## config.mk

```make
export PLATFORM = sky130hd
export DESIGN_NAME = position_update_controller_flat
export DESIGN_NICKNAME = d
export VERILOG_FILES = /design/src/rtl/md_pkg.sv /design/src/rtl/position_update_controller_if.sv /design/src/rtl/position_update_controller_coord_update.sv /design/src/rtl/position_update_controller.sv /design/src/flat_wrapper.sv
export SDC_FILE = /design/constraint.sdc
export NUM_CORES = 1
export LEC_CHECK = 0
export BUFFER_PORTS_ARGS = -buffer_cell sky130_fd_sc_hd__buf_2
export CORE_MARGIN = 1
export CORE_UTILIZATION = 45
export CTS_CLUSTER_SIZE = 20
export DETAILED_ROUTE_END_ITERATION = 7
export PLACE_DENSITY = 0.8
export SYNTH_ARGS = -nofsm -noshare
export SYNTH_HDL_FRONTEND = slang
export SYNTH_SLANG_ARGS = --single-unit
```

## constraint.sdc

```tcl
create_clock -name clk -period 10.8 [get_ports clk]
set_input_delay 2.16 -clock clk [delete_from_list [all_inputs] [get_ports clk]]
set_output_delay 2.16 -clock clk [all_outputs]
set_load 0.02 [all_outputs]
```

## src/rtl/md_pkg.sv

```systemverilog
// Shared types and record layout for the MD position/velocity phases.
// Optional POS_WRAP_EN folds updated coordinates back into the periodic box.
package md_pkg;
    localparam int REC_W    = 97;
    localparam int X_LSB    = 0;
    localparam int Y_LSB    = 32;
    localparam int Z_LSB    = 64;
    localparam int NULL_BIT = 96;

    localparam logic [REC_W-1:0] NULL_REC = '1;

    typedef enum logic [1:0] {S_IDLE, S_RUN, S_DRAIN, S_DONE} state_t;

`ifdef POS_WRAP_EN
    localparam bit WRAP_EN = 1'b1;
`else
    localparam bit WRAP_EN = 1'b0;
`endif
endpackage

```

## src/rtl/position_update_controller_if.sv

```systemverilog
// Cache-side bus of the position update controller: position/velocity reads
// and the position write port.
interface position_update_controller_if;
    import md_pkg::*;

    logic [31:0]      p_iaddr;
    logic [REC_W-1:0] r_p_cache;
    logic [31:0]      v_iaddr;
    logic [REC_W-1:0] r_v_cache;
    logic [31:0]      p_oaddr;
    logic [REC_W-1:0] w_p_cache;
    logic             p_wr_en;

    modport master (
        output p_iaddr, v_iaddr, p_oaddr, w_p_cache, p_wr_en,
        input  r_p_cache, r_v_cache
    );

    modport slave (
        input  p_iaddr, v_iaddr, p_oaddr, w_p_cache, p_wr_en,
        output r_p_cache, r_v_cache
    );
endinterface

```

## src/rtl/position_update_controller_coord_update.sv

```systemverilog
// One coordinate step: c + (v >>> DT_SHIFT), wrapping mod 2^32, with an
// optional single fold into [0, BOX) when POS_WRAP_EN is defined.
module coord_update
    import md_pkg::*;
#(
    parameter int          DT_SHIFT = 4,
    parameter logic [31:0] BOX      = 32'h0100_0000
) (
    input  logic [31:0] c,
    input  logic [31:0] v,
    output logic [31:0] c_new
);
    logic signed [31:0] sum;

    always_comb begin
        sum   = $signed(c) + ($signed(v) >>> DT_SHIFT);
        c_new = sum;
        // one fold is enough because |v >>> DT_SHIFT| < BOX
        if (WRAP_EN) begin
            if (sum >= $signed(BOX))
                c_new = sum - BOX;
            else if (sum < 0)
                c_new = sum + BOX;
        end
    end
endmodule

```

## src/rtl/position_update_controller.sv

```systemverilog
// Phase-2 integrator: walks a cell's particle list and writes p + (v >>> DT_SHIFT)
// into the opposite position buffer. POS_WRAP_EN enables periodic folding.
module position_update_controller
    import md_pkg::*;
#(
    parameter int          DEPTH    = 256,
    parameter int          DT_SHIFT = 4,
    parameter logic [31:0] BOX      = 32'h0100_0000
) (
    input  logic                         clk,
    input  logic                         reset,
    input  logic                         CTL_READY,
    input  logic                         CTL_DOUBLE_BUFFER,
    output logic                         CTL_DONE,
    output logic                         busy,
    output logic [31:0]                  count,
    position_update_controller_if.master mem
);
    localparam logic [31:0] DEPTH_W = 32'(DEPTH);

    state_t           state;
    logic             db;
    logic [31:0]      idx, rd_idx, rbase, wbase;
    logic [1:0]       vld_pipe;  // [0] read data returning, [1] write strobe
    logic [REC_W-1:0] upd_rec;
    logic             unused_vnull;

    assign rbase        = db ? DEPTH_W : '0;
    assign wbase        = db ? '0 : DEPTH_W;
    assign busy         = (state == S_RUN) || (state == S_DRAIN);
    assign mem.p_iaddr  = (state == S_RUN) ? rbase + idx : '0;
    assign mem.v_iaddr  = (state == S_RUN) ? idx : '0;
    assign mem.p_wr_en  = vld_pipe[1];
    assign unused_vnull = mem.r_v_cache[NULL_BIT];

    for (genvar g = 0; g < 3; g++) begin : g_coord
        localparam int LSB = (g == 0) ? X_LSB : (g == 1) ? Y_LSB : Z_LSB;
        coord_update #(.DT_SHIFT(DT_SHIFT), .BOX(BOX)) u_coord (
            .c     (mem.r_p_cache[LSB +: 32]),
            .v     (mem.r_v_cache[LSB +: 32]),
            .c_new (upd_rec[LSB +: 32])
        );
    end
    assign upd_rec[NULL_BIT] = 1'b0;

    always_ff @(posedge clk or posedge reset) begin
        if (reset) begin
            state         <= S_IDLE;
            db            <= 1'b0;
            idx           <= '0;
            rd_idx        <= '0;
            vld_pipe      <= '0;
            count         <= '0;
            CTL_DONE      <= 1'b0;
            mem.p_oaddr   <= '0;
            mem.w_p_cache <= NULL_REC;
        end else begin
            vld_pipe      <= '0;
            mem.p_oaddr   <= '0;
            mem.w_p_cache <= NULL_REC;

            // returning record is written back the same way in RUN and DRAIN
            if (busy && vld_pipe[0]) begin
                vld_pipe[1] <= 1'b1;
                mem.p_oaddr <= wbase + rd_idx;
                if (!mem.r_p_cache[NULL_BIT]) begin
                    mem.w_p_cache <= upd_rec;
                    count         <= count + 1'b1;
                end
            end

            case (state)
                S_IDLE, S_DONE: begin
                    if (CTL_READY) begin
                        state    <= S_RUN;
                        db       <= CTL_DOUBLE_BUFFER;
                        idx      <= '0;
                        count    <= '0;
                        CTL_DONE <= 1'b0;
                    end
                end
                S_RUN: begin
                    // on a null the read issued this cycle is dropped
                    if (vld_pipe[0] && mem.r_p_cache[NULL_BIT]) begin
                        state <= S_DRAIN;
                    end else begin
                        vld_pipe[0] <= 1'b1;
                        rd_idx      <= idx;
                        idx         <= idx + 1'b1;
                        if (idx == DEPTH_W - 1'b1)
                            state <= S_DRAIN;
                    end
                end
                S_DRAIN: begin
                    if (!vld_pipe[0]) begin
                        state    <= S_DONE;
                        CTL_DONE <= 1'b1;
                    end
                end
                default: state <= S_IDLE;
            endcase
        end
    end
endmodule
```

## src/flat_wrapper.sv

```systemverilog
// flat-port wrapper written by rule: the top's interface ports become plain ports
module position_update_controller_flat import md_pkg::*;
#(
    parameter int          DEPTH    = 256,
    parameter int          DT_SHIFT = 4,
    parameter logic [31:0] BOX      = 32'h0100_0000
)
  (clk, reset, CTL_READY, CTL_DOUBLE_BUFFER, CTL_DONE, busy, count, mem_p_iaddr, mem_v_iaddr, mem_p_oaddr, mem_w_p_cache, mem_p_wr_en, mem_r_p_cache, mem_r_v_cache);
  position_update_controller_if mem_i ();
  input  logic clk;
  input  logic reset;
  input  logic CTL_READY;
  input  logic CTL_DOUBLE_BUFFER;
  output logic CTL_DONE;
  output logic busy;
  output logic [31:0] count;
  output wire logic [$bits(mem_i.p_iaddr)-1:0] mem_p_iaddr;
  output wire logic [$bits(mem_i.v_iaddr)-1:0] mem_v_iaddr;
  output wire logic [$bits(mem_i.p_oaddr)-1:0] mem_p_oaddr;
  output wire logic [$bits(mem_i.w_p_cache)-1:0] mem_w_p_cache;
  output wire logic [$bits(mem_i.p_wr_en)-1:0] mem_p_wr_en;
  input wire logic [$bits(mem_i.r_p_cache)-1:0] mem_r_p_cache;
  input wire logic [$bits(mem_i.r_v_cache)-1:0] mem_r_v_cache;
  assign mem_p_iaddr = mem_i.p_iaddr;
  assign mem_v_iaddr = mem_i.v_iaddr;
  assign mem_p_oaddr = mem_i.p_oaddr;
  assign mem_w_p_cache = mem_i.w_p_cache;
  assign mem_p_wr_en = mem_i.p_wr_en;
  assign mem_i.r_p_cache = mem_r_p_cache;
  assign mem_i.r_v_cache = mem_r_v_cache;
  position_update_controller #(.DEPTH(DEPTH), .DT_SHIFT(DT_SHIFT), .BOX(BOX)) u_core (.clk(clk), .reset(reset), .CTL_READY(CTL_READY), .CTL_DOUBLE_BUFFER(CTL_DOUBLE_BUFFER), .CTL_DONE(CTL_DONE), .busy(busy), .count(count), .mem(mem_i));
endmodule
```

==> metrics <==
Non-Filler Instances=2,457; GRT Overall Usage=0.257; Main synth FF type=dfrtp_1; post_cts resized=0; Startpoint Class=flop; EDFF count, synth=0; minimum clock period=about 5300 ps; worst-path maximum fanout=8; leading area contributor after synthesis=dfrtp_1; CTS Buffer Depth=3; Die Ht=184 µm; Mapped Cells=1,624; max-cap violations=0; layout cells sized above 1=0.309; vias post-DR=approximately 14,000; clk slew on worst S/H paths=60 ps; Crit-path slowest cell=dfrtp_1; outcome=finished clean; vias in the first global route=13,241; TritonCTS Buffers=26; Synth area leaders=dfrtp_1, dfstp_2, ha_1; initial core utilization=0.457; CTS Root Cell=clkbuf_16; Pint=between 1.5 and 2 mW; worst skew pair latency=around 550 ps; Area growth, synth to finish=21.9%; Port Buffers=about 400; ANT nets after route=0; syn_area_per_cell=between 9 and 10 µm²; Finish-stage setup viols=0; Synth top cells by count=nand2_1, nor2_1, dfrtp_1, a21oi_1, ha_1; met3 WL=roughly 3500 µm; Die Footprint=roughly 34,000 µm²; Synth Register Bits=~230; most frequent cell on the critical path=nand4_1; max layer used=met5; Post-synth ARST share=1.00; Clock Skew=roughly 29 ps; CTS tree=yes; Max Slew Vio Count=0; RSZ-0062 raised after global routing=no; GR Overflow Total=0; Seq/Total Area, Yosys=0.398; Peak Freq=189 MHz; drc violations=0; most common cell in the netlist=nand2_1; core area=roughly 32,000 µm²; clock power share=0.333; critical path data arrival time=3130 ps; PD cells=approximately 150 nW/µm²; slew of the pin with the lowest slew margin=between 1000 and 1500 ps; critical path data required time=8640 ps; RePlAce Congestion=about 0.96; Syn Std Cell Area=14,800 µm²; crit share post-route=0.489; CP cell instances=nand4_1 > nor2_1 > nand4_1 > or2_2 > or3_1 > a21boi_0 > buf_2; Post-DP HPWL=approximately 33,000 µm; Setup Fix Bufs, Post-CTS=0; Syn Nets=about 1,900; M1 WL=between 15,000 and 20,000 µm; CTS HTree Levels=1; Avg WL per Cell=18.0 µm; Site Rows=66; met2 wire len=~21,000 µm; Setup Crit Path Kind=reg2out; Fin Hold WS=between 500 and 600 ps; drt total wl=44,300 µm; yosys warns=0; Initial DRT Pass Iterations=7; Final Hold Fails=0; Sw Pwr=0.966 mW; hold bufs inserted after CTS=0; TritonCTS Sinks=between 200 and 250; Total Neg Setup Slack=0 ps; filler instances=just under 3,000; initial antenna violation count=8; top cell type's share of synthesized area=0.226; switching share of power=0.351; largest net degree at the start of global routing=94; Reg power frac=0.367; Pleak=around 8.7 nW; Hold Path Class=reg2reg; Yosys cell types=74; first-pass GRT wire length=69,400 µm; IO Pins=426; nets@finish=2,292; largest stage delay on the critical path=620 ps; DP Cell Count=2,403; die width=184 µm; Worst slew margin=0.269; Peak VDD IR=approximately 0.13 mV; Worst setup EP type=output port; Combinational Power Share=0.300; pre-CTS WS=between 5000 and 6000 ps; vias per inst=~5.5; post-route setup slack=approximately 5500 ps; number of DRC markers in iteration 0=about 960
-- critical path: cells and delay by family (launching register included) --
family / cells / cell delay (ps)
buffers and inverters: 1 / 210
flip-flops: 1 / 620
AO/OA/AOI/OAI: 1 / 220
AND/OR/NAND/NOR: 5 / 1540
-- logic make-up after synthesis --
logic type,after synthesis,synth area share
compound gates,361,0.157
xor+xnor,157,0.0927
fa+ha+maj,105,0.0901
buf+inv,117,0.0318
flops,231,0.398
mux,37,0.0277
simple gates,616,0.203
-- flip-flops by register name, summed over array words and instances (netlist names) --
| signal | flops |
|---|---|
| u_core.CTL_DONE | 1 |
| u_core.count | 32 |
| u_core.db | 1 |
| u_core.idx | 32 |
| u_core.mem.p_oaddr | 32 |
| u_core.mem.w_p_cache | 97 |
| u_core.rd_idx | 32 |
| u_core.state | 2 |
| u_core.vld_pipe | 2 |
-- layout make-up --
| class | count | area [µm²] | area share |
|---|---|---|---|
| diodes | 7 | 17.5 | 0.000969 |
| clock buffers | 30 | 696 | 0.0385 |
| clock inverters | 17 | 183 | 0.0101 |
| inverters | 35 | 139 | 0.00768 |
| multi-input cells | 1276 | 8480 | 0.469 |
| flip-flops and latches | 231 | 5900 | 0.326 |
| well taps | 442 | 553 | 0.0306 |
| repair buffers | 419 | 2110 | 0.117 |
-- layer usage --
| metal | up-vias | GRT usage |
|---|---|---|
| li1 | 6421 | - |
| met1 | 6468 | 0.327 |
| met2 | 626 | 0.428 |
| met3 | 103 | 0.0481 |
| met4 | 2 | 0.107 |
| met5 | - | 0 |
-- power by group through the flow --
| stage | sequential (mW) | clock [mW] | combinational (mW) |
|---|---|---|---|
| 4_1_cts | 1.01 | 0.933 | 0.824 |
| 3_3_place_gp | 1.02 | 0 | 0.804 |
| 6_report | 1.01 | 0.915 | 0.826 |
| 2_1_floorplan | 1.08 | 0 | 0.499 |
| 5_1_grt | 1.02 | 0.971 | 0.902 |
| 3_5_place_dp | 1.02 | 0 | 0.821 |
-- path summary, 6_finish.rpt --
kind | start | end | slack [ps] | depth (start not counted)
min in group asynchronous | reset | u_core.count[16] | 1700 | 2
min | u_core.rd_idx[0] | u_core.rd_idx[0] | 510 | 1
max reg2reg | u_core.state[0] | u_core.count[29] | 5850 | 13
max | u_core.idx[14] | mem_p_iaddr[24] | 5510 | 7
max in group asynchronous | reset | u_core.rd_idx[30] | 7630 | 3
min reg2reg | u_core.rd_idx[0] | u_core.rd_idx[0] | 510 | 1
-- stage by stage --
stage	area, µm²	util	total power, mW
global placement	17200	0.530	1.82
global route	18100	0.557	2.89
CTS	18100	0.557	2.77
finish	18100	0.557	2.75
floorplan	14800	-	1.58
detailed placement	17200	0.530	1.84
-- cells in the final DEF, fill, tap and decap left out, types with 6 or more instances in the layout --
| cell type | instances |
|---|---|
| mux2_2 | 32 |
| nand2b_1 | 8 |
| a21boi_0 | 9 |
| dfstp_2 | 97 |
| or2_2 | 8 |
| and3_1 | 36 |
| o211ai_1 | 6 |
| xor2_1 | 83 |
| and4_1 | 12 |
| o21bai_1 | 13 |
| and2_1 | 61 |
| clkbuf_16 | 26 |
| nand3_1 | 60 |
| inv_1 | 33 |
| nand4_1 | 30 |
| a21o_1 | 58 |
| diode_2 | 7 |
| nand2_1 | 184 |
| o21a_1 | 10 |
| buf_2 | 412 |
| nor3_1 | 18 |
| nor2b_1 | 12 |
| buf_4 | 7 |
| a211oi_1 | 11 |
| a21oi_1 | 103 |
| clkinv_2 | 7 |
| or3_1 | 23 |
| o21ai_0 | 83 |
| nor4_1 | 12 |
| a31oi_1 | 18 |
| ha_1 | 102 |
| nor2_1 | 144 |
| xnor2_1 | 74 |
| dfrtp_1 | 134 |
(Power assumes the default switching activity.)
